$ cat src/rtl/ps2_mouse_ctrl.sv
// PS/2 mouse controller: resets the mouse, enables streaming, then decodes
// 3-byte movement packets from a first-word-fall-through rx FIFO.
module ps2_mouse_ctrl #(
    parameter int TIMEOUT_CYCLES = 2_500_000
) (
    input  logic       clk,
    input  logic       reset,
    input  logic       init_req,
    output logic       wr_ps2,
    output logic [7:0] ps2_tx_data,
    input  logic       ps2_tx_idle,
    output logic       rd_ps2_packet,
    input  logic [7:0] ps2_rx_data,
    input  logic       ps2_rx_buf_empty,
    output logic [8:0] xm,
    output logic [8:0] ym,
    output logic [2:0] btn,
    output logic       m_done_tick,
    output logic       init_done,
    output logic       err
);
    localparam int CW = $clog2(TIMEOUT_CYCLES + 1);
    localparam logic [CW-1:0] TO_LAST = CW'(TIMEOUT_CYCLES - 1);

    typedef enum logic [3:0] {
        SEND_RST, WAIT_ACK1, WAIT_BAT, WAIT_ID, SEND_EN, WAIT_ACK2,
        PKT1, PKT2, PKT3, DONE, ERR
    } state_t;

    state_t        state_q;
    logic [CW-1:0] to_cnt_q;
    logic [7:0]    b1_q, b2_q, tx_data_q;
    logic [8:0]    xm_q, ym_q;
    logic [2:0]    btn_q;
    logic          wr_q, tick_q, init_done_q, err_q;

    logic          pop, timed_out;
    logic [7:0]    exp_byte;
    state_t        wait_next;

    // The pop must be combinational: the FIFO head is consumed in the same
    // cycle it is sampled, otherwise the byte would be seen twice.
    always_comb begin
        pop = (state_q inside {WAIT_ACK1, WAIT_BAT, WAIT_ID, WAIT_ACK2, PKT1, PKT2, PKT3})
              && !ps2_rx_buf_empty && !init_req;
        timed_out = (to_cnt_q == TO_LAST);
        exp_byte  = 8'hFA;
        wait_next = WAIT_BAT;
        case (state_q)
            WAIT_BAT:  begin exp_byte = 8'hAA; wait_next = WAIT_ID;  end
            WAIT_ID:   begin exp_byte = 8'h00; wait_next = SEND_EN;  end
            WAIT_ACK2: begin exp_byte = 8'hFA; wait_next = PKT1;     end
            default:   begin exp_byte = 8'hFA; wait_next = WAIT_BAT; end
        endcase
    end

    always_ff @(posedge clk or negedge reset) begin
        if (!reset) begin
            state_q     <= SEND_RST;
            to_cnt_q    <= '0;
            b1_q        <= '0;
            b2_q        <= '0;
            tx_data_q   <= '0;
            xm_q        <= '0;
            ym_q        <= '0;
            btn_q       <= '0;
            wr_q        <= 1'b0;
            tick_q      <= 1'b0;
            init_done_q <= 1'b0;
            err_q       <= 1'b0;
        end else begin
            wr_q   <= 1'b0;
            tick_q <= 1'b0;
            if (init_req) begin
                state_q     <= SEND_RST;
                to_cnt_q    <= '0;
                init_done_q <= 1'b0;
                err_q       <= 1'b0;
            end else begin
                case (state_q)
                    SEND_RST, SEND_EN: begin
                        if (ps2_tx_idle) begin
                            wr_q      <= 1'b1;
                            tx_data_q <= (state_q == SEND_RST) ? 8'hFF : 8'hF4;
                            state_q   <= (state_q == SEND_RST) ? WAIT_ACK1 : WAIT_ACK2;
                            to_cnt_q  <= '0;
                        end
                    end
                    WAIT_ACK1, WAIT_BAT, WAIT_ID, WAIT_ACK2: begin
                        if (pop) begin
                            if (ps2_rx_data == exp_byte) begin
                                state_q  <= wait_next;
                                to_cnt_q <= '0;
                                if (state_q == WAIT_ACK2)
                                    init_done_q <= 1'b1;
                            end else begin
                                state_q <= ERR;
                                err_q   <= 1'b1;
                            end
                        end else if (timed_out) begin
                            state_q <= ERR;
                            err_q   <= 1'b1;
                        end else begin
                            to_cnt_q <= to_cnt_q + 1'b1;
                        end
                    end
                    PKT1: begin
                        // Bit 3 is always set in a first packet byte; anything else is
                        // dropped so a lost byte cannot misalign every later packet.
                        if (pop && ps2_rx_data[3]) begin
                            b1_q    <= ps2_rx_data;
                            state_q <= PKT2;
                        end
                    end
                    PKT2: begin
                        if (pop) begin
                            b2_q    <= ps2_rx_data;
                            state_q <= PKT3;
                        end
                    end
                    PKT3: begin
                        if (pop) begin
                            xm_q    <= {b1_q[4], b2_q};
                            ym_q    <= {b1_q[5], ps2_rx_data};
                            btn_q   <= b1_q[2:0];
                            tick_q  <= 1'b1;
                            state_q <= DONE;
                        end
                    end
                    DONE:    state_q <= PKT1;
                    ERR:     state_q <= ERR;
                    default: state_q <= SEND_RST;
                endcase
            end
        end
    end

    assign wr_ps2        = wr_q;
    assign ps2_tx_data   = tx_data_q;
    assign rd_ps2_packet = pop;
    assign xm            = xm_q;
    assign ym            = ym_q;
    assign btn           = btn_q;
    assign m_done_tick   = tick_q;
    assign init_done     = init_done_q;
    assign err           = err_q;
endmodule

$ cat config.mk
export PLATFORM = sky130hd
export DESIGN_NAME = ps2_mouse_ctrl
export DESIGN_NICKNAME = d
export VERILOG_FILES = /design/src/rtl/ps2_mouse_ctrl.sv
export SDC_FILE = /design/constraint.sdc
export NUM_CORES = 1
export LEC_CHECK = 0
export BUFFER_PORTS_ARGS = -buffer_cell sky130_fd_sc_hd__buf_4
export CORE_AREA = 2 2 93 95
export DETAILED_ROUTE_END_ITERATION = 8
export DIE_AREA = 0 0 95 97
export PLACE_DENSITY = 0.64
export SLEW_MARGIN = 25
export SYNTH_ARGS = -nofsm -noshare
export SYNTH_HDL_FRONTEND = slang
export SYNTH_SLANG_ARGS = --single-unit
$ cat constraint.sdc
create_clock -name clk -period 6 [get_ports clk]
set_input_delay 0.9 -clock clk [delete_from_list [all_inputs] [get_ports clk]]
set_output_delay 0.9 -clock clk [all_outputs]
set_load 0.01 [all_outputs]
==> flow_summary.ini <==
[synthesis]
synth-seq-cells = 66
syn-cell-area_um2 = 3240
synth_top_area_cell = dfrtp_1
post_synth_xor_area_fraction = 0.0135
synth-simple-area-share = 0.205
ys_seq_area_frac = 0.510
avgSynthCellArea_um2 = 9.80
synth_nets = 344
synth_edf_count = 0
synthFlopType = dfrtp_1
synthArstFlopShare = 1.00
synthAdderAreaFrac = 0.00387
syn_inst = 330
synth.area.mux_share = 0.0758
synth_top_area_share = 0.510
yosys_warnings = 0
synth_compound_area_frac = 0.140
synth_area_leaders = dfrtp_1, nand2_1, mux2_1
synth_top_family_by_area = simple AND/OR/NAND/NOR gates
ys_types = 53

[timing]
min_period_over_period = 0.498
fmax_mhz = 335
rsz0062_at_grt = no
clock_skew_ps = 14.6
slew_violations = 0
fin_crit_ps = 2990
setup_viol = 0
worstMarginPinSlew_ps = 911
hold_viol_final = 0
relSlewSlack = 0.393
setup_tns_ps = 0

[grt]
overflow = 0
grt_pass1_wl_um = 12100
grt_usage = 0.166
antenna_found_initial = 0
grt_max_degree = 67
grt_pass1_vias = 2482

[route]
vias = 2613
drc = 0
vias_per_cell = 5.47
firstDrtPassIters = 5
wl_um = 7080
drtIter0Drc = 239
wl_per_cell_um = 14.8
postRouteAntennaNets = 0

[critical_path]
crit_arrival_ps = 2090
end_kind = output port
crit_required_ps = 5100
path_max_fanout = 14
critPathKind = reg -> out
cp-start-kind = flip-flop

[power]
power_mw = 1.45
power.density_nw_per_um2 = 379
peakVddDrop_mv = 0.199
p_leak_nw = 1.71

[final_layout]
post-route-util = 0.470
fin_nets = 382
fillers = 758
area_delta_synth_final_pct = 18.1
drive_gt1_frac = 0.209
diodes = 0

[placement]
globalplace.congestion = 0.892
dp_hpwl_um = 4840
port_buffers = 46

[cts]
numCtsBuffers = 9
cts_resized = 0
clkSinkCount = 66
htreeDepth = 3
clk_latency_ps = 350
path_clk_slew_ps = 90
cts_setup_buffers = 0
cts_tree = done
clockBufferDepth = 2
cts_hold_buf = 0
root_buffer = clkbuf_8

[floorplanning]
initial_core_util = 0.398
die-height_um = 97
rows = 33
core_area_um2 = 8130
die_w_um = 95
ios = 47
die-area_um2 = 9220

[worst_hold_path]
min_path_type = reg -> reg

[flow_run]
cap_violations = 0

[outcome]
status = finished clean
## power by group
part           total [mW]  leakage (nW)  internal, mW  switching [mW]
clock               0.391        0.0988         0.199           0.192
combinational       0.449         0.719         0.200           0.249
sequential          0.607         0.887         0.531          0.0761
total                1.45          1.71         0.930           0.517
## placed cells by master, fill, tap and decap left out, drive strengths merged, types with 9 or more instances in the layout
master,n
nand2,59
mux2,20
o21ai,20
or4,9
a21oi,21
dfrtp,66
nor2,16
clkbuf,9
buf,47
inv,18
## through the flow
step / setup slack [ps] / hold slack [ps] / instances / cell area [um^2]
2_1_floorplan: 3370 / 431 / 330 / 3240
5_1_grt: 2860 / 498 / 478 / 3820
3_5_place_dp: 2590 / 458 / 462 / 3610
4_1_cts: 2860 / 463 / 478 / 3810
6_report: 3010 / 466 / 478 / 3820
3_3_place_gp: 2720 / 454 / 462 / 3610
## Yosys cell counts, types with 2 or more instances
library cell / number
o211ai_1: 3
buf_4: 6
nor3_1: 2
and4_1: 3
clkbuf_1: 11
buf_6: 2
or4b_1: 2
or3_1: 8
xor2_1: 4
o21ai_0: 11
a21oi_1: 21
or4_1: 8
and2_1: 2
o22ai_1: 3
inv_2: 2
nand4_1: 2
nand3_1: 8
a211oi_1: 2
nor3b_1: 2
mux2_1: 12
o31ai_1: 7
nor2_1: 16
nor4_1: 5
and3_1: 2
nand2_1: 59
o21bai_1: 2
inv_1: 12
o21a_1: 3
o21ai_1: 9
dfrtp_1: 66
a2bb2oi_1: 2
nand2b_1: 4
mux2i_1: 2
mux2_2: 8
## state kept, by name, summed over array words and instances, names as in the netlist, 2 cells and up
signal       cells
to_cnt_q        22
b2_q             8
btn              3
ps2_tx_data      2
ym               9
xm               9
b1_q             5
state_q          4
## per-layer routing
| layer | vias up | track usage | routed length [um] |
|---|---|---|---|
| met4 | 0 | 0.0602 | 90 |
| met2 | 69 | 0.251 | 3310 |
| li1 | 1248 | - | - |
| met5 | - | 0 | 0 |
| met3 | 6 | 0.0467 | 412 |
| met1 | 1290 | 0.226 | 3270 |
## logic make-up (layout without fill, tap and decap cells)
logic type,after synthesis,count (layout)
AO/OA/AOI/OAI,72,72
buffers and inverters,34,77
adder cells (fa/ha/maj),1,1
AND/OR/NAND/NOR,130,130
multiplexers,22,22
XOR/XNOR,5,5
flip-flops,66,66
## worst paths after layout
path	start	to	slack, ps	depth (start not counted)
worst min register to register	b2_q[0]	xm[0]	470	2
min in group asynchronous	reset	to_cnt_q[2]	640	1
max in group asynchronous	reset	to_cnt_q[10]	4790	1
worst max-delay path	state_q[0]	rd_ps2_packet	3010	3
worst max register to register	state_q[0]	to_cnt_q[10]	3060	6
worst min-delay path	b2_q[0]	xm[0]	470	2
## cell type report
class / instances / area, um^2 / area share
Clock buffer: 9 / 124 / 0.0324
Inverter: 14 / 52.6 / 0.0138
Tap cell: 105 / 131 / 0.0344
Sequential cell: 66 / 1650 / 0.432
Timing Repair Buffer: 47 / 353 / 0.0923
Multi-Input combinational cell: 230 / 1430 / 0.373
Clock inverter: 7 / 82.6 / 0.0216
## critical path, stage by stage, from the launching register on
cell and delay (ps):
dfrtp_1 530, or4b_1 660, a211oi_2 350, buf_4 190
(Power assumes the default switching activity.)
